[config.mk]
export PLATFORM = sky130hd
export DESIGN_NAME = rv_decode_stage_flat
export DESIGN_NICKNAME = d
export VERILOG_FILES = /design/src/rtl/rv_decode_pkg.sv /design/src/rtl/rv_decode_if.sv /design/src/rtl/rv_imm_gen.sv /design/src/rtl/rv_decode_stage.sv /design/src/flat_wrapper.sv
export SDC_FILE = /design/constraint.sdc
export NUM_CORES = 1
export LEC_CHECK = 0
export CAP_MARGIN = 20
export CORE_ASPECT_RATIO = 1.75
export CORE_MARGIN = 10
export CORE_UTILIZATION = 30
export DETAILED_ROUTE_END_ITERATION = 16
export GPL_TIMING_DRIVEN = 0
export HOLD_SLACK_MARGIN = 0.03
export PLACE_DENSITY = 0.48
export SYNTH_ARGS = -nofsm -noshare
export SYNTH_HDL_FRONTEND = slang
export SYNTH_SLANG_ARGS = --single-unit
[constraint.sdc]
create_clock -name clk_i -period 2.1 [get_ports clk_i]
set_input_delay 0.42 -clock clk_i [delete_from_list [all_inputs] [get_ports clk_i]]
set_output_delay 0.42 -clock clk_i [all_outputs]
set_load 0.05 [all_outputs]
[src/rtl/rv_decode_pkg.sv]
// Shared types for the RV32I/RV64I decode stage: opcode constants, select
// enums, the registered decode bundle and the base ALU op helper.
// Bundle pc/imm are held at 64 bits; narrower XLEN builds use the low bits.
package rv_decode_pkg;

  localparam int XLEN_MAX = 64;

  localparam logic [6:0] OPC_LUI    = 7'b0110111;
  localparam logic [6:0] OPC_AUIPC  = 7'b0010111;
  localparam logic [6:0] OPC_JAL    = 7'b1101111;
  localparam logic [6:0] OPC_JALR   = 7'b1100111;
  localparam logic [6:0] OPC_BRANCH = 7'b1100011;
  localparam logic [6:0] OPC_LOAD   = 7'b0000011;
  localparam logic [6:0] OPC_STORE  = 7'b0100011;
  localparam logic [6:0] OPC_OP_IMM = 7'b0010011;
  localparam logic [6:0] OPC_OP     = 7'b0110011;

  typedef enum logic [3:0] {
    ALU_ADD = 4'd0, ALU_SUB = 4'd1, ALU_AND = 4'd2, ALU_OR = 4'd3,
    ALU_XOR = 4'd4, ALU_SLL = 4'd5, ALU_SRL = 4'd6, ALU_SRA = 4'd7,
    ALU_MUL = 4'd8, ALU_MULH = 4'd9, ALU_MULHSU = 4'd10, ALU_MULHU = 4'd11,
    ALU_DIV = 4'd12, ALU_DIVU = 4'd13, ALU_REM = 4'd14, ALU_REMU = 4'd15
  } alu_op_e;

  typedef enum logic [1:0] {SRC_A_RS1 = 2'd0, SRC_A_PC = 2'd1, SRC_A_ZERO = 2'd3} src_a_e;
  typedef enum logic [1:0] {SRC_B_RS2 = 2'd0, SRC_B_IMM = 2'd1} src_b_e;
  typedef enum logic [1:0] {REG_SRC_ALU = 2'd0, REG_SRC_MEM = 2'd1, REG_SRC_CMP = 2'd2, REG_SRC_PC4 = 2'd3} reg_src_e;
  typedef enum logic [1:0] {PC_SRC_SEQ = 2'd0, PC_SRC_BRANCH = 2'd1, PC_SRC_JUMP = 2'd2} pc_src_e;
  typedef enum logic [1:0] {CMP_EQ = 2'd0, CMP_NE = 2'd1, CMP_LT = 2'd2, CMP_GE = 2'd3} cmp_e;

  typedef struct packed {
    logic [XLEN_MAX-1:0] pc;
    alu_op_e             alu_op;
    logic [XLEN_MAX-1:0] imm;
    logic [4:0]          rs1;
    logic [4:0]          rs2;
    logic [4:0]          rd;
    src_a_e              src_a;
    src_b_e              src_b;
    reg_src_e            reg_src;
    pc_src_e             pc_src;
    cmp_e                cmp_sel;
    logic                cmp_signed;
    logic [2:0]          mem_size;
    logic                wr_mem;
    logic                wr_reg;
    logic                illegal;
  } decode_bundle_t;

  // Integer ALU op for OP/OP-IMM; alt selects sub/sra (inst[30]).
  // slt/sltu map to add: the result comes from the comparator instead.
  function automatic alu_op_e base_alu_op(input logic [2:0] f3, input logic alt);
    case (f3)
      3'd0:    return alt ? ALU_SUB : ALU_ADD;
      3'd1:    return ALU_SLL;
      3'd4:    return ALU_XOR;
      3'd5:    return alt ? ALU_SRA : ALU_SRL;
      3'd6:    return ALU_OR;
      3'd7:    return ALU_AND;
      default: return ALU_ADD;
    endcase
  endfunction

endpackage

[src/rtl/rv_decode_if.sv]
// Fetch-side and execute-side handshake bundle of the decode stage.
// slave: the decode stage view; master: the fetch/execute (or bench) view.
// Ports: inst_valid/ready, inst, pc in; dec_valid/ready and decoded fields out.
interface rv_decode_if #(
  parameter int XLEN     = 32,
  parameter int ALU_OP_W = 4
);
  logic                inst_valid_i;
  logic                inst_ready_o;
  logic [31:0]         inst_i;
  logic [XLEN-1:0]     pc_i;
  logic                dec_valid_o;
  logic                dec_ready_i;
  logic [XLEN-1:0]     pc_o;
  logic [ALU_OP_W-1:0] alu_op_o;
  logic [XLEN-1:0]     imm_o;
  logic [4:0]          rs1_o;
  logic [4:0]          rs2_o;
  logic [4:0]          rd_o;
  logic [1:0]          src_a_sel_o;
  logic [1:0]          src_b_sel_o;
  logic [1:0]          reg_src_sel_o;
  logic [1:0]          pc_src_sel_o;
  logic [1:0]          cmp_sel_o;
  logic                cmp_signed_o;
  logic [2:0]          mem_size_o;
  logic                wr_mem_o;
  logic                wr_reg_o;
  logic                illegal_o;

  modport slave (
    input  inst_valid_i, inst_i, pc_i, dec_ready_i,
    output inst_ready_o, dec_valid_o, pc_o, alu_op_o, imm_o, rs1_o, rs2_o, rd_o,
           src_a_sel_o, src_b_sel_o, reg_src_sel_o, pc_src_sel_o, cmp_sel_o,
           cmp_signed_o, mem_size_o, wr_mem_o, wr_reg_o, illegal_o
  );

  modport master (
    output inst_valid_i, inst_i, pc_i, dec_ready_i,
    input  inst_ready_o, dec_valid_o, pc_o, alu_op_o, imm_o, rs1_o, rs2_o, rd_o,
           src_a_sel_o, src_b_sel_o, reg_src_sel_o, pc_src_sel_o, cmp_sel_o,
           cmp_signed_o, mem_size_o, wr_mem_o, wr_reg_o, illegal_o
  );
endinterface

[src/rtl/rv_imm_gen.sv]
// Immediate generator: I/S/B/U/J immediates sign-extended from inst[31] to XLEN.
// Ports: inst_i (32) in, imm_o (XLEN) out; purely combinational.
// R-type and unknown opcodes yield 0.
module rv_imm_gen
  import rv_decode_pkg::*;
#(
  parameter int XLEN = 32
) (
  input  logic [31:0]     inst_i,
  output logic [XLEN-1:0] imm_o
);
  logic [31:0] imm32;

  always_comb begin
    imm32 = '0;
    case (inst_i[6:0])
      OPC_LOAD, OPC_OP_IMM, OPC_JALR:
        imm32 = {{20{inst_i[31]}}, inst_i[31:20]};
      OPC_STORE:
        imm32 = {{20{inst_i[31]}}, inst_i[31:25], inst_i[11:7]};
      OPC_BRANCH:
        imm32 = {{19{inst_i[31]}}, inst_i[31], inst_i[7], inst_i[30:25], inst_i[11:8], 1'b0};
      OPC_LUI, OPC_AUIPC:
        imm32 = {inst_i[31:12], 12'b0};
      OPC_JAL:
        imm32 = {{11{inst_i[31]}}, inst_i[31], inst_i[19:12], inst_i[20], inst_i[30:21], 1'b0};
      default:
        imm32 = '0;
    endcase
  end

  // Every 32-bit form already carries inst[31] in bit 31, so one more sign
  // extension reaches XLEN.
  assign imm_o = XLEN'($signed(imm32));
endmodule

[src/rtl/rv_decode_stage.sv]
// Registered RV32I/RV64I decode stage: {pc, inst} in, decoded bundle out one cycle later.
// Ports: clk_i, rst_i (sync, active-high), flush_i, bus (rv_decode_if.slave).
// Main + skid registers; inst_ready_o registered as !skid_full. Macro RV_DECODE_M_EXT_EN enables M ops.
module rv_decode_stage
  import rv_decode_pkg::*;
#(
  parameter int XLEN     = 32,
  parameter int ALU_OP_W = 4
) (
  input  logic         clk_i,
  input  logic         rst_i,
  input  logic         flush_i,
  rv_decode_if.slave   bus
);
  logic [XLEN-1:0] imm_w;
  logic [31:0]     inst;
  logic [6:0]      opc;
  logic [2:0]      f3;
  logic [6:0]      f7;
  logic [6:0]      f7_sh;
  decode_bundle_t  dec;

  decode_bundle_t  main_q, main_d, skid_q, skid_d;
  logic            main_vld_q, main_vld_d, skid_vld_q, skid_vld_d, rdy_q;
  logic            in_fire, out_fire;

  rv_imm_gen #(.XLEN(XLEN)) u_imm_gen (.inst_i(bus.inst_i), .imm_o(imm_w));

  assign inst = bus.inst_i;
  assign opc  = inst[6:0];
  assign f3   = inst[14:12];
  assign f7   = inst[31:25];
  // RV64 shift amounts are 6 bits wide, so only funct7[6:1] qualifies the op.
  assign f7_sh = (XLEN == 64) ? {inst[31:26], 1'b0} : inst[31:25];

  always_comb begin
    dec     = '0;
    dec.pc  = 64'(bus.pc_i);
    dec.imm = 64'($signed(imm_w));
    dec.rs1 = inst[19:15];
    dec.rs2 = inst[24:20];
    dec.rd  = inst[11:7];
    case (opc)
      OPC_LUI: begin
        dec.src_a = SRC_A_ZERO; dec.src_b = SRC_B_IMM; dec.wr_reg = 1'b1;
      end
      OPC_AUIPC: begin
        dec.src_a = SRC_A_PC; dec.src_b = SRC_B_IMM; dec.wr_reg = 1'b1;
      end
      OPC_JAL: begin
        dec.src_a = SRC_A_PC; dec.src_b = SRC_B_IMM;
        dec.reg_src = REG_SRC_PC4; dec.pc_src = PC_SRC_JUMP; dec.wr_reg = 1'b1;
      end
      OPC_JALR: begin
        dec.src_b = SRC_B_IMM;
        dec.reg_src = REG_SRC_PC4; dec.pc_src = PC_SRC_JUMP; dec.wr_reg = 1'b1;
      end
      OPC_BRANCH: begin
        // funct3 {0,1,4,5,6,7} -> eq,ne,lt,ge,ltu,geu; bit1 marks unsigned.
        dec.src_a = SRC_A_PC; dec.src_b = SRC_B_IMM; dec.pc_src = PC_SRC_BRANCH;
        dec.cmp_sel    = cmp_e'({f3[2], f3[0]});
        dec.cmp_signed = f3[2] & ~f3[1];
        dec.illegal    = (f3[2:1] == 2'b01);
      end
      OPC_LOAD: begin
        dec.src_b = SRC_B_IMM; dec.reg_src = REG_SRC_MEM;
        dec.mem_size = f3; dec.wr_reg = 1'b1;
        dec.illegal = (f3 == 3'd3) || (f3 >= 3'd6);
      end
      OPC_STORE: begin
        dec.src_b = SRC_B_IMM; dec.mem_size = f3; dec.wr_mem = 1'b1;
        dec.illegal = (f3 > 3'd2);
      end
      OPC_OP_IMM: begin
        dec.src_b  = SRC_B_IMM;
        dec.wr_reg = 1'b1;
        dec.alu_op = base_alu_op(f3, (f3 == 3'd5) && inst[30]);
        if (f3 == 3'd2 || f3 == 3'd3) begin
          dec.reg_src = REG_SRC_CMP; dec.cmp_sel = CMP_LT; dec.cmp_signed = (f3 == 3'd2);
        end
        if (f3 == 3'd1) dec.illegal = (f7_sh != 7'h00);
        if (f3 == 3'd5) dec.illegal = (f7_sh != 7'h00) && (f7_sh != 7'h20);
      end
      OPC_OP: begin
        dec.wr_reg = 1'b1;
        case (f7)
          7'h00: begin
            dec.alu_op = base_alu_op(f3, 1'b0);
            if (f3 == 3'd2 || f3 == 3'd3) begin
              dec.reg_src = REG_SRC_CMP; dec.cmp_sel = CMP_LT; dec.cmp_signed = (f3 == 3'd2);
            end
          end
          7'h20: begin
            dec.alu_op  = base_alu_op(f3, 1'b1);
            dec.illegal = (f3 != 3'd0) && (f3 != 3'd5);
          end
`ifdef RV_DECODE_M_EXT_EN
          7'h01: dec.alu_op = alu_op_e'({1'b1, f3});
`else
          7'h01: dec.illegal = 1'b1;
`endif
          default: dec.illegal = 1'b1;
        endcase
      end
      default: dec.illegal = 1'b1;
    endcase
    // Illegal words still flow down the pipe but must not change state.
    if (dec.illegal) begin
      dec.wr_reg = 1'b0;
      dec.wr_mem = 1'b0;
      dec.pc_src = PC_SRC_SEQ;
    end
    if (dec.rd == 5'd0) dec.wr_reg = 1'b0;
  end

  assign in_fire  = bus.inst_valid_i & rdy_q;
  assign out_fire = main_vld_q & bus.dec_ready_i;

  always_comb begin
    main_d     = main_q;
    skid_d     = skid_q;
    main_vld_d = main_vld_q;
    skid_vld_d = skid_vld_q;
    if (flush_i) begin
      main_vld_d = 1'b0;
      skid_vld_d = 1'b0;
    end else if (!main_vld_q || out_fire) begin
      // Main slot frees up: the older skid entry moves first, new word behind it.
      if (skid_vld_q) begin
        main_d     = skid_q;
        main_vld_d = 1'b1;
        skid_vld_d = in_fire;
        if (in_fire) skid_d = dec;
      end else begin
        main_vld_d = in_fire;
        if (in_fire) main_d = dec;
      end
    end else if (in_fire) begin
      skid_d     = dec;
      skid_vld_d = 1'b1;
    end
  end

  always_ff @(posedge clk_i) begin
    if (rst_i) begin
      main_q     <= '0;
      skid_q     <= '0;
      main_vld_q <= 1'b0;
      skid_vld_q <= 1'b0;
      rdy_q      <= 1'b0;
    end else begin
      main_q     <= main_d;
      skid_q     <= skid_d;
      main_vld_q <= main_vld_d;
      skid_vld_q <= skid_vld_d;
      rdy_q      <= !skid_vld_d;
    end
  end

  assign bus.inst_ready_o  = rdy_q;
  assign bus.dec_valid_o   = main_vld_q;
  assign bus.pc_o          = XLEN'(main_q.pc);
  assign bus.imm_o         = XLEN'(main_q.imm);
  assign bus.alu_op_o      = ALU_OP_W'(main_q.alu_op);
  assign bus.rs1_o         = main_q.rs1;
  assign bus.rs2_o         = main_q.rs2;
  assign bus.rd_o          = main_q.rd;
  assign bus.src_a_sel_o   = main_q.src_a;
  assign bus.src_b_sel_o   = main_q.src_b;
  assign bus.reg_src_sel_o = main_q.reg_src;
  assign bus.pc_src_sel_o  = main_q.pc_src;
  assign bus.cmp_sel_o     = main_q.cmp_sel;
  assign bus.cmp_signed_o  = main_q.cmp_signed;
  assign bus.mem_size_o    = main_q.mem_size;
  assign bus.wr_mem_o      = main_q.wr_mem;
  assign bus.wr_reg_o      = main_q.wr_reg;
  assign bus.illegal_o     = main_q.illegal;
endmodule

[src/flat_wrapper.sv]
// flat-port wrapper written by rule: the top's interface ports become plain ports
module rv_decode_stage_flat import rv_decode_pkg::*;
#(
  parameter int XLEN     = 32,
  parameter int ALU_OP_W = 4
)
  (clk_i, rst_i, flush_i, bus_inst_valid_i, bus_inst_i, bus_pc_i, bus_dec_ready_i, bus_inst_ready_o, bus_dec_valid_o, bus_pc_o, bus_alu_op_o, bus_imm_o, bus_rs1_o, bus_rs2_o, bus_rd_o, bus_src_a_sel_o, bus_src_b_sel_o, bus_reg_src_sel_o, bus_pc_src_sel_o, bus_cmp_sel_o, bus_cmp_signed_o, bus_mem_size_o, bus_wr_mem_o, bus_wr_reg_o, bus_illegal_o);
  rv_decode_if #(.XLEN(XLEN), .ALU_OP_W(ALU_OP_W)) bus_i ();
  input  logic clk_i;
  input  logic rst_i;
  input  logic flush_i;
  input wire logic [$bits(bus_i.inst_valid_i)-1:0] bus_inst_valid_i;
  input wire logic [$bits(bus_i.inst_i)-1:0] bus_inst_i;
  input wire logic [$bits(bus_i.pc_i)-1:0] bus_pc_i;
  input wire logic [$bits(bus_i.dec_ready_i)-1:0] bus_dec_ready_i;
  output wire logic [$bits(bus_i.inst_ready_o)-1:0] bus_inst_ready_o;
  output wire logic [$bits(bus_i.dec_valid_o)-1:0] bus_dec_valid_o;
  output wire logic [$bits(bus_i.pc_o)-1:0] bus_pc_o;
  output wire logic [$bits(bus_i.alu_op_o)-1:0] bus_alu_op_o;
  output wire logic [$bits(bus_i.imm_o)-1:0] bus_imm_o;
  output wire logic [$bits(bus_i.rs1_o)-1:0] bus_rs1_o;
  output wire logic [$bits(bus_i.rs2_o)-1:0] bus_rs2_o;
  output wire logic [$bits(bus_i.rd_o)-1:0] bus_rd_o;
  output wire logic [$bits(bus_i.src_a_sel_o)-1:0] bus_src_a_sel_o;
  output wire logic [$bits(bus_i.src_b_sel_o)-1:0] bus_src_b_sel_o;
  output wire logic [$bits(bus_i.reg_src_sel_o)-1:0] bus_reg_src_sel_o;
  output wire logic [$bits(bus_i.pc_src_sel_o)-1:0] bus_pc_src_sel_o;
  output wire logic [$bits(bus_i.cmp_sel_o)-1:0] bus_cmp_sel_o;
  output wire logic [$bits(bus_i.cmp_signed_o)-1:0] bus_cmp_signed_o;
  output wire logic [$bits(bus_i.mem_size_o)-1:0] bus_mem_size_o;
  output wire logic [$bits(bus_i.wr_mem_o)-1:0] bus_wr_mem_o;
  output wire logic [$bits(bus_i.wr_reg_o)-1:0] bus_wr_reg_o;
  output wire logic [$bits(bus_i.illegal_o)-1:0] bus_illegal_o;
  assign bus_i.inst_valid_i = bus_inst_valid_i;
  assign bus_i.inst_i = bus_inst_i;
  assign bus_i.pc_i = bus_pc_i;
  assign bus_i.dec_ready_i = bus_dec_ready_i;
  assign bus_inst_ready_o = bus_i.inst_ready_o;
  assign bus_dec_valid_o = bus_i.dec_valid_o;
  assign bus_pc_o = bus_i.pc_o;
  assign bus_alu_op_o = bus_i.alu_op_o;
  assign bus_imm_o = bus_i.imm_o;
  assign bus_rs1_o = bus_i.rs1_o;
  assign bus_rs2_o = bus_i.rs2_o;
  assign bus_rd_o = bus_i.rd_o;
  assign bus_src_a_sel_o = bus_i.src_a_sel_o;
  assign bus_src_b_sel_o = bus_i.src_b_sel_o;
  assign bus_reg_src_sel_o = bus_i.reg_src_sel_o;
  assign bus_pc_src_sel_o = bus_i.pc_src_sel_o;
  assign bus_cmp_sel_o = bus_i.cmp_sel_o;
  assign bus_cmp_signed_o = bus_i.cmp_signed_o;
  assign bus_mem_size_o = bus_i.mem_size_o;
  assign bus_wr_mem_o = bus_i.wr_mem_o;
  assign bus_wr_reg_o = bus_i.wr_reg_o;
  assign bus_illegal_o = bus_i.illegal_o;
  rv_decode_stage #(.XLEN(XLEN), .ALU_OP_W(ALU_OP_W)) u_core (.clk_i(clk_i), .rst_i(rst_i), .flush_i(flush_i), .bus(bus_i));
endmodule
### After elaboration in Yosys (flattened, before gate mapping)

Cells that the tools add are included.

* add/subtract/negate cells: 0
* multipliers: 0
* divide/modulo/power cells: 0
* order comparisons: 2
* equality and inequality tests: 21
* shifts and indexed selects: 0
* multiplexer cells: 37
* bitwise gates (word level): 5
* reductions and logical operators: 25

Operator list (count)
* two-way mux 164 bit: 3
* two-way mux 132 bit: 2
* one-hot mux 32 bit (5 select lines): 1
* equality test 7 x 6 -> 1 bit (second input constant): 4
* one-hot mux 4 bit (6 select lines): 1
* equality test 7 bit (second input constant): 3
* one-hot mux 3 bit (6 select lines): 1
* one-hot mux 4 bit (2 select lines): 2
* one-hot mux 3 bit (5 select lines): 1
* equality test 7 x 5 -> 1 bit (second input constant): 2
* two-way mux 1 bit: 13
* equality test 3 bit (second input constant): 4
* two-way mux 3 bit: 3
* one-hot mux 3 bit (3 select lines): 1
* two-way mux 2 bit: 4
* one-hot mux 2 bit (2 select lines): 2
* one-hot mux 2 bit (4 select lines): 1
* OR reduction 2 bit: 4
* OR reduction 8 bit: 1
* equality test 7 x 2 -> 1 bit (second input constant): 1
* zero test 7 bit: 1
* inequality test 7 x 6 -> 1 bit (second input constant): 1
* nonzero test 7 bit: 1
* OR reduction 7 bit: 1
* other kinds (22): 32

* register bits after elaboration: 267
* latch bits: 0
* RAM bits: 0
* memory bits (read-only): 0
* input bits: 69
* output and inout port bits: 102
* word-level logic and storage cells: 125
* memories kept: 0

### Logic depth before layout (Yosys ltp)

Gate-level depths: netlist of the first run.

* word-level depth: 9
* mapped depth: 7
* mapped depth without buffers: 5

### Cells and area by module

Synthesis of the first run repeated with hierarchy kept, for this count alone.

* cell total of the unflattened synthesis: 1056
* area, all modules: 8792.2 um^2

Modules (own cells, without submodules)
* rv_decode_stage: times used 1, cells an instance 977, area each 8245.4 um^2, seq. area each 3983.8 um^2
* rv_imm_gen: times used 1, cells an instance 79, area each 546.8 um^2, seq. area each 0.0 um^2

### Worst setup path after synthesis of the first run

Ideal clock, no wire load.

* kind: reg-to-reg
* start point: reg u_core.rdy_q, in the netlist u_core.bus.inst_ready_o
* end point: reg u_core.main_q (netlist bit u_core.bus.imm_o[4])
* library setup time: 0.096 ns
* arrival: 1.854 ns
* required time: 2.004 ns
* slack: 0.151 ns
* cell stages (with the launch flop): 7
* path buffers: 3
* clock period less this slack: 1.949 ns
* path through: dfxtp_1 -> a21oi_1 -> or3_1 -> buf_2 -> buf_2 -> buf_4 -> o41ai_2

* longest elaborated chain between the ends: 3

RTL lines
* start, declared: line rv_decode_stage.sv:24 `logic main_vld_q, main_vld_d, skid_vld_q, skid_vld_d, rdy_q;`
* start signal, assigned: line rv_decode_stage.sv:156 `rdy_q <= !skid_vld_d;`
* bitwise AND 1 bit: line rv_decode_stage.sv:116 `assign in_fire = bus.inst_valid_i & rdy_q;`
* nonzero test 2 bit (no line)
* AND reduction 3 bit (no line)
* end signal, assigned: line rv_decode_stage.sv:152 `main_q <= main_d;`
* end, declared: line rv_decode_stage.sv:23 `decode_bundle_t main_q, main_d, skid_q, skid_d;`

Every way passes these cells.
A chain may end at the register's enable or synchronous reset.

### Worst setup path in the final report of the first run

* start point: reg u_core.main_q (netlist bit u_core.bus.imm_o[11])
* end point: out bus_imm_o[11]

RTL lines
* end, declared: line flat_wrapper.sv:20 `output wire logic [$bits(bus_i.imm_o)-1:0] bus_imm_o;`

No word-level cell between the ends.

==> results by group, run 1 <==
Outcome
  • Status: completed

Synth
  • Area leader, netlist: dfxtp_1
  • Ys async rst share: 0%
  • Synth warn: 0
  • Post-Syn Instances: 1014
  • Mean Syn Cell Area: 8.44 um2
  • Post-synthesis sequential area ratio: 46.5%
  • Mapped Area: 8560 um2
  • Number of enable flip-flop cells after synthesis: 0
  • Synth top area share: 46.5%
  • Cell variety after synth: 67
  • Synth Flop Type: dfxtp_1
  • Top cells by area, synth: dfxtp_1, a211oi_1, nand2_1
  • Synthesis-stage register bit count: 199

Global routing
  • Vias in the first global route: 8014
  • Grt ovf: 0
  • Gr usage total: 18.3%
  • Largest net degree at the start of global routing: 17
  • Initial antenna violation count: 1
  • First-pass GRT wire length: 49.9 mm

Timing
  • Fmax: 485 MHz
  • Final min period: 2.06 ns
  • Worst-margin pin slew: 0.786 ns
  • Final setup viols: 0
  • Slew Limit Headroom: 47.6%
  • Final period util: 98.2%
  • Clock Skew: 0.00585 ns
  • Final-report hold violation count: 0
  • Fin. max-slew vios: 0

Finish
  • Layout cells sized above 1: 9.47%
  • Nets: 1275
  • Area grow syn2layout: 33.0%
  • Non-filler cells, final: 1588
  • Commonest cells after routing, fill and taps aside: dfxtp_1, nand2_1, clkdlybuf4s50_1
  • Most common cell after layout, fill and taps aside: dfxtp_1

Route
  • DR WL/cell: 21.0 um
  • Routed WL: 33.3 mm
  • Iter 0 DRT Violations: 391
  • Via count: 8130
  • DR vias/cell: 5.12
  • Antenna-violating nets left: 0
  • Drt drc: 0
  • Drt pass-1 iters: 5

Clock tree
  • Clock-pin slew on the worst setup and hold paths: 0.07 ns
  • Clk sink count: 199
  • H-tree lvl count: 4
  • # hold bufs at CTS: 0
  • Clk root buf: clkbuf_16
  • CTS tree: built
  • Cts bufs inserted: 17
  • Worst-Skew Late Latency: 0.45 ns
  • CTS max path bufs: 2

Critical path
  • Reg2reg setup slack: 0.14 ns
  • Startpoint of the worst register-to-register path: u_core.bus.dec_valid_o
  • Critical Path Stages: 1
  • Worst r2r dst: u_core.bus.imm_o[5]
  • Endpoint class of the critical path: output port
  • Worst path bufs/invs: 1
  • CP startpoint: u_core.bus.imm_o[11]
  • Arrival time at the worst endpoint: 1.64 ns
  • CP max stage cell: clkdlybuf4s50_1
  • CP Class: reg -> out
  • Max Fanout on Critical Path: 2
  • Critical path startpoint category: flip-flop
  • Crit-path max cell delay: 0.83 ns
  • Worst r2r path cells: 7
  • CP Cell Sequence: clkdlybuf4s50_1
  • Critical path data required time: 1.68 ns
  • Top delay family on crit path: buffers and inverters
  • Setup crit end: bus_imm_o[11]

Placed design
  • RD Place Congestion: 0.883
  • Final HPWL from detailed placement: 25.8 mm
  • Placed cell count: 1554
  • IO buf count: 166

Die
  • Die Ht: 243 um
  • Core Area: 28100 um2
  • Full die area: 35900 um2
  • I/O pins: 171
  • Initial Util: 30.5%
  • Number of cell rows: 81
  • Die Width: 148 um

Pwr
  • Total design power: 7990 uW
  • Sequential power share: 48.9%
  • Clock power frac: 37.5%
  • Peak supply drop: 0.607 mV
  • P_sw: 2190 uW
  • Power per cell area: 702 nW/um2
  • Leakage: 0.00405 uW
  • Int Pwr: 5800 uW
  • Switching part of the total power: 27.4%
  • Logic pwr share: 13.6%

Worst hold path
  • Worst hold path class: in -> reg

Run
  • Max-cap viol count: 0
## through the flow
stage          util, %  TNS (ns)  hold slack (ns)  setup slack (ns)  cell area, um2
2_1_floorplan        -         0            0.432             0.151            8560
3_3_place_gp      38.1   -133.61            0.440            -0.949           10700
3_5_place_dp      38.1   -134.72            0.444            -0.942           10700
4_1_cts           40.2         0            0.453           0.00143           11300
5_1_grt           40.5  -0.00618            0.370          -0.00618           11400
6_report          40.5         0            0.376            0.0375           11400
## power groups by stage
stage | registers, uW | clock network, uW | logic, uW
after floorplan | 4240 | 0 | 335
after global placement | 3990 | 0 | 1080
after detailed placement | 3990 | 0 | 1080
after CTS | 3910 | 3070 | 1090
after global routing | 3910 | 3230 | 1160
final | 3900 | 2990 | 1090
## cells by family (layout without fill, tap and decap cells)
kind of cell	count (synthesis)	in the layout	synth area share (%)
buffers and inverters	93	292	4.71
other	1	3	0.0438
XOR/XNOR	1	1	0.102
multiplexers	52	52	6.10
AO/OA/AOI/OAI	267	267	21.2
AND/OR/NAND/NOR	400	400	21.2
flip-flops	199	199	46.5
adder cells (fa/ha/maj)	1	1	0.117
## synth_stat cells, drive strengths merged, types with 2 or more instances
| master | number |
|---|---|
| a21o | 2 |
| mux2i | 51 |
| buf | 38 |
| a211oi | 81 |
| a311oi | 7 |
| o41ai | 4 |
| a211o | 2 |
| nor3 | 19 |
| a31oi | 3 |
| o31a | 3 |
| or4 | 2 |
| nand3 | 25 |
| a31o | 2 |
| clkbuf | 53 |
| and2 | 2 |
| nor2b | 6 |
| o31ai | 11 |
| nand2b | 6 |
| nor4 | 5 |
| nand2 | 160 |
| or3 | 9 |
| and3b | 2 |
| dfxtp | 199 |
| and3 | 9 |
| a2111oi | 2 |
| nand3b | 8 |
| or2 | 2 |
| inv | 2 |
| o32ai | 2 |
| nand4 | 2 |
| o21ai | 14 |
| a21boi | 2 |
| o21a | 2 |
| a21oi | 103 |
| a221oi | 20 |
| nor2 | 136 |
| nor3b | 2 |
## area by class of cell
cell class / count / area [um2]
antenna: 1 / 2.50
buffer: 90 / 433
clock buffer: 22 / 474
clock inverter: 5 / 27.5
fill: 2929 / 16700
inverter: 2 / 7.51
multi-input combinational: 723 / 4240
sequential: 199 / 3990
tap: 373 / 467
timing repair buffer: 173 / 1750
## routing by layer
| metal | global-route usage (%) | wire length, um | up-vias |
|---|---|---|---|
| li1 | - | - | 3977 |
| met1 | 19.4 | 12700 | 3904 |
| met2 | 34.5 | 18400 | 213 |
| met3 | 3.97 | 1520 | 36 |
| met4 | 6.00 | 687 | 0 |
| met5 | 0 | 0 | - |
## flip-flops by register name, indices dropped and copies added, names as in the netlist, 2 cells and up
signal                    count
u_core.bus.alu_op_o           3
u_core.bus.cmp_sel_o          2
u_core.bus.imm_o             32
u_core.bus.mem_size_o         3
u_core.bus.pc_o              32
u_core.bus.pc_src_sel_o       2
u_core.bus.rd_o               5
u_core.bus.reg_src_sel_o      2
u_core.bus.rs1_o              5
u_core.bus.rs2_o              5
u_core.bus.src_a_sel_o        2
u_core.skid_q                98
## timing repair
| action | in CTS | in global routing |
|---|---|---|
| setup buffers | 5 | 2 |
| gates resized for setup | 40 | 46 |
| pin swaps | 4 | 2 |
| endpoints found under the setup margin | 204 | 123 |
## how the worst min path moves through the flow
stage	slack, ns	endpoint	cells past startpoint	startpoint
after floorplan	0.43	u_core.skid_q[16]	2	u_core.skid_q[16]
after detailed placement	0.44	u_core.skid_q[15]	2	u_core.skid_q[15]
after global routing	0.37	u_core.skid_q[58]	3	bus_inst_i[26]
after global placement	0.44	u_core.skid_q[16]	2	u_core.skid_q[16]
final	0.38	u_core.skid_q[58]	3	bus_inst_i[26]
after CTS	0.45	u_core.skid_q[15]	2	u_core.skid_q[15]
Note: power is estimated with default switching activity, not from simulation.
==> run 2: changes to the inputs <==
--- a/config.mk
+++ b/config.mk
@@ -12,7 +12,6 @@
 export DETAILED_ROUTE_END_ITERATION = 16
 export GPL_TIMING_DRIVEN = 0
 export HOLD_SLACK_MARGIN = 0.03
-export PLACE_DENSITY = 0.48
 export SYNTH_ARGS = -nofsm -noshare
 export SYNTH_HDL_FRONTEND = slang
 export SYNTH_SLANG_ARGS = --single-unit
==> constraint.sdc (replaced) <==
create_clock -name clk_i -period 1.8 [get_ports clk_i]
set_input_delay 0.36 -clock clk_i [delete_from_list [all_inputs] [get_ports clk_i]]
set_output_delay 0.36 -clock clk_i [all_outputs]
set_load 0.05 [all_outputs]
==> results by group, run 2 (synthesis gave the netlist of run 1 again) <==
Outcome
  • Status: finished with violations
  • Failing checks: negative setup slack

Critical path
  • CP Class: in -> reg
  • Max Fanout on Critical Path: 5 (+3)
  • Critical path startpoint category: primary input
  • Critical path data required time: 2.14 ns (+0.46 ns)
  • Endpoint class of the critical path: flip-flop
  • Arrival time at the worst endpoint: 2.15 ns (+0.51 ns)

Finish
  • Post-Route Utilization: 41.4% (+0.91 points)
  • Largest register FFs: 98 (unchanged)
  • Nets: 1284 (+0.71%)
  • Layout cells sized above 1: 12.6% (+3.2 points)
  • Biggest register: u_core.skid_q
  • Most common cell after layout, fill and taps aside: dfxtp_1
  • Area grow syn2layout: 36.0%
  • Commonest cells after routing, fill and taps aside: dfxtp_1, nand2_1, nor2_1

Clock tree
  • Clk root buf: clkbuf_16
  • CTS max path bufs: 2 (unchanged)
  • Cts bufs inserted: 17 (unchanged)
  • CTS tree: built
  • H-tree lvl count: 4 (unchanged)
  • Clock-pin slew on the worst setup and hold paths: 0.07 ns (about the same)
  • Worst-Skew Late Latency: 0.45 ns (about the same)
  • Clk sink count: 199 (unchanged)

Die
  • Die Width: 148 um (unchanged)
  • Number of cell rows: 81 (unchanged)
  • Full die area: 35900 um2 (unchanged)
  • Die Ht: 243 um (unchanged)
  • I/O pins: 171 (unchanged)
  • Initial Util: 30.5% (unchanged)
  • Core Area: 28100 um2 (unchanged)

Timing
  • Unrepaired setup endpoints after global routing: no
  • Final min period: 1.81 ns
  • Final setup margin: -0.00832 ns (-0.0458 ns)
  • Slew Limit Headroom: 47.2% (-0.38 points)
  • Final-report hold violation count: 0 (unchanged)
  • Worst-margin pin slew: 0.791 ns (+0.00571 ns)
  • Final setup viols: 1 (+1)
  • Total negative slack: -0.00832 ns (-0.00832 ns)
  • Fin. max-slew vios: 0 (unchanged)
  • Final hold slack: 0.344 ns (-0.0322 ns)
  • Fmax: 553 MHz
  • Final period util: 100%
  • Clock Skew: 0.00866 ns (+0.00281 ns)

Pwr
  • Total design power: 9960 uW (+25%)
  • Leakage: 0.00442 uW (+8.9%)
  • Power per cell area: 856 nW/um2 (+22%)
  • Peak supply drop: 0.615 mV (+1.2%)

Route
  • Antenna-violating nets left: 0 (unchanged)
  • Drt drc: 0 (unchanged)
  • DR WL/cell: 20.6 um (-1.8%)
  • DR vias/cell: 5.17 (+1.1%)
  • Via count: 8285 (+1.9%)
  • Drt pass-1 iters: 4 (-1)
  • Routed WL: 33.0 mm (-0.99%)
  • Iter 0 DRT Violations: 515 (+32%)

Placed design
  • Pre-CTS setup slack: -1.14 ns (-0.201 ns)
  • IO buf count: 166 (unchanged)
  • RD Place Congestion: 0.940 (+6.5%)
  • Final HPWL from detailed placement: 25.5 mm (-1.3%)

Run
  • Max-cap viol count: 0 (unchanged)

Global routing
  • Gr usage total: 18.0% (-0.25 points)
  • Vias in the first global route: 8412 (+5.0%)
  • First-pass GRT wire length: 50.0 mm (about the same)
  • Grt ovf: 0 (unchanged)
  • Initial antenna violation count: 1 (unchanged)
  • Largest net degree at the start of global routing: 17 (unchanged)

Worst hold path
  • Worst hold path class: in -> reg
[run 2: path summary, 6_finish.rpt]
kind,cells past startpoint,startpoint,slack [ns],endpoint
hold reg to reg,2,u_core.skid_q[18],0.45,u_core.skid_q[18]
setup / recovery,5,bus_inst_i[7],-0.008,u_core.skid_q[1]
setup reg to reg,7,u_core.skid_vld_q,0.09,u_core.bus.imm_o[15]
hold / removal,3,bus_inst_i[29],0.34,u_core.skid_q[61]
[run 2: layout make-up]
class,instances,area (um2)
diodes,1,2.50
plain buffers,88,536
clock buffers,21,460
clock inverters,10,168
fillers,2856,16400
inverters,2,7.51
multi-input cells,723,4330
flip-flops and latches,199,3990
well taps,373,467
repair buffers,184,1670
[run 2: through the flow]
step,area [um2],std cells
finish,11600,1601
global route,11600,1600
CTS,11500,1598
detailed placement,10700,1554
global placement,10700,1554
floorplan,8560,1015
[run 2: layer usage]
metal | vias up | wire (um) | global-route usage (%)
met5 | - | 0 | 0
met1 | 3953 | 12200 | 18.3
met4 | 0 | 1690 | 10.1
met2 | 249 | 17400 | 33.1
met3 | 76 | 1640 | 3.75
li1 | 4007 | - | -
[run 2: power by group]
group | switching [uW] | leakage, uW | internal [uW]
combinational | 839 | 0.00250 | 403
sequential | 52.4 | 0.00161 | 4490
clock | 1760 | 0.000304 | 2410
[run 2: critical path, cell delays in order]
cell             delay, ns
clkdlybuf4s50_1       0.57
or4_1                 0.58
nor2_1                0.22
a2111oi_0             0.15
a31o_2                0.27
[run 2: what timing repair did]
action | in CTS | in global routing
hold buffers | 0 | 0
pin swaps | 15 | 8
cloned | 1 | 0
setup endpoints to repair | 297 | 96
gates resized for setup | 202 | 33
buffers inserted | 14 | 3
==> run 3: changes to the inputs <==
--- a/config.mk
+++ b/config.mk
@@ -12,6 +12,7 @@
 export DETAILED_ROUTE_END_ITERATION = 16
 export GPL_TIMING_DRIVEN = 0
 export HOLD_SLACK_MARGIN = 0.03
+export MAX_ROUTING_LAYER = met4
 export SYNTH_ARGS = -nofsm -noshare
 export SYNTH_HDL_FRONTEND = slang
 export SYNTH_SLANG_ARGS = --single-unit
==> results by group, run 3 (synthesis gave the netlist of run 1 again) <==
Critical path
  • CP Class: reg -> out
  • Endpoint class of the critical path: output port
  • CP Cell Sequence: dlygate4sd2_1
  • Arrival time at the worst endpoint: 1.41 ns (-0.74 ns)
  • Reg2reg setup slack: 0.05 ns (-0.04 ns)
  • Critical path startpoint category: flip-flop
  • Critical path data required time: 1.44 ns (-0.70 ns)
  • Crit-path max cell delay: 0.62 ns (+0.04 ns)
  • CP max stage cell: dlygate4sd2_1
  • Top delay family on crit path: buffers and inverters
  • Max Fanout on Critical Path: 2 (-3)
  • Worst path bufs/invs: 1 (unchanged)

Placed design
  • IO buf count: 166 (unchanged)
  • Final HPWL from detailed placement: 25.5 mm (about the same)
  • RD Place Congestion: 0.952 (+1.2%)
  • Post-DP Area: 10700 um2 (unchanged)

Timing
  • Final period util: 98.5% (-2.0 points)
  • Slew Limit Headroom: 46.3% (-0.92 points)
  • Worst-margin pin slew: 0.805 ns (+0.0138 ns)
  • Final setup viols: 0 (-1)
  • Fmax: 564 MHz (+2.0%)
  • Clock Skew: 0.00681 ns (-0.00185 ns)
  • Fin. max-slew vios: 0 (unchanged)
  • Final-report hold violation count: 0 (unchanged)
  • Final min period: 1.77 ns (-0.0356 ns)
  • Total negative slack: 0 ns (+0.00832 ns)

Pwr
  • Power per cell area: 829 nW/um2 (-3.2%)
  • Logic pwr share: 13.1% (+0.6 points)
  • Sequential power share: 46.9% (+1.2 points)
  • Int Pwr: 6890 uW (-5.7%)
  • Switching part of the total power: 28.9% (+2.3 points)
  • Peak supply drop: 0.610 mV (-0.74%)
  • Clock power frac: 40.0% (-1.9 points)
  • Leakage: 0.00440 uW (-0.32%)
  • P_sw: 2810 uW (+5.7%)

Clock tree
  • Clk sink count: 199 (unchanged)
  • H-tree lvl count: 4 (unchanged)
  • CTS max path bufs: 2 (unchanged)
  • CTS tree: built
  • Cts bufs inserted: 17 (unchanged)
  • Clk root buf: clkbuf_16
  • Worst-Skew Late Latency: 0.46 ns (about the same)
  • Clock-pin slew on the worst setup and hold paths: 0.08 ns (about the same)

Finish
  • Area grow syn2layout: 36.7%
  • Largest register FFs: 98 (unchanged)
  • Most common cell after layout, fill and taps aside: dfxtp_1
  • Layout cells sized above 1: 14.4% (+1.8 points)
  • Commonest cells after routing, fill and taps aside: dfxtp_1, nand2_1, nor2_1
  • Biggest register: u_core.skid_q
  • Fill cells: 2825 (-1.1%)
  • Nets: 1288 (+0.31%)
  • Final instance area: 11700 um2 (+0.56%)
  • Post-Route Utilization: 41.7% (+0.23 points)

Route
  • Drt drc: 0 (unchanged)
  • Via count: 8346 (+0.74%)
  • DR vias/cell: 5.20 (+0.42%)
  • Antenna-violating nets left: 0 (unchanged)
  • Iter 0 DRT Violations: 452 (-12%)
  • Routed WL: 33.3 mm (+0.91%)
  • Drt pass-1 iters: 5 (+1)
  • DR WL/cell: 20.7 um (+0.59%)

Die
  • Core Area: 28100 um2 (unchanged)
  • Full die area: 35900 um2 (unchanged)
  • Number of cell rows: 81 (unchanged)
  • Die Width: 148 um (unchanged)
  • Die Ht: 243 um (unchanged)
  • I/O pins: 171 (unchanged)
  • Initial Util: 30.5% (unchanged)

Global routing
  • Vias in the first global route: 8406 (-0.071%)
  • Grt ovf: 0 (unchanged)
  • Largest net degree at the start of global routing: 19 (+2)
  • First-pass GRT wire length: 49.9 mm (-0.23%)
  • Initial antenna violation count: 1 (unchanged)
  • Gr usage total: 18.5% (+0.51 points)

Worst hold path
  • Worst hold path class: in -> reg

Outcome
  • Status: completed

Run
  • Max-cap viol count: 0 (unchanged)
## run 3: worst paths after layout
path | cells past startpoint | startpoint | to
worst min-delay path | 3 | bus_inst_i[29] | u_core.skid_q[41]
worst min register to register | 2 | u_core.bus.imm_o[29] | u_core.bus.imm_o[29]
worst max-delay path | 1 | u_core.bus.imm_o[3] | bus_imm_o[3]
worst max register to register | 6 | u_core.bus.dec_valid_o | u_core.bus.cmp_sel_o[1]
## run 3: timing repair
action	in CTS	in global routing
cloned	1	1
endpoints found under the setup margin	297	123
resized for setup	207	57
pin swaps	20	7
buffers inserted	15	4
hold buffers	0	0
## run 3: metrics by stage
stage / cells / total power (uW) / setup slack, ns / hold slack, ns
2_1_floorplan: 1015 / 5340 / 0.0355 / 0.431
3_3_place_gp: 1554 / 5910 / -1.09 / 0.437
3_5_place_dp: 1554 / 5920 / -1.12 / 0.443
4_1_cts: 1600 / 9730 / -0.0280 / 0.398
5_1_grt: 1606 / 9990 / -0.0857 / 0.369
6_report: 1606 / 9700 / 0.0272 / 0.347
## run 3: routing by layer
layer  track usage, %  wire length, um  vias to the layer above
li1                 -                -                     4024
met1             18.4            12500                     3962
met2             33.3            17600                      270
met3             3.58             1570                       90
met4             9.98             1590                        0
met5                -                0                        -
## run 3: final cells by class
type | count | area [um2] | share of cell area (%)
diodes | 1 | 2.50 | 0.0214
plain buffers | 89 | 546 | 4.66
clock buffers | 18 | 439 | 3.75
clock inverters | 14 | 141 | 1.21
inverters | 2 | 7.51 | 0.0642
multi-input cells | 723 | 4390 | 37.5
flip-flops and latches | 199 | 3990 | 34.1
well taps | 373 | 467 | 3.99
repair buffers | 187 | 1720 | 14.7
## run 3: power groups by stage
stage	sequential, uW	combinational (uW)	clock [uW]
after floorplan	4950	390	0
after global placement	4650	1260	0
after detailed placement	4660	1260	0
after CTS	4550	1250	3930
after global routing	4560	1340	4090
final	4550	1270	3880
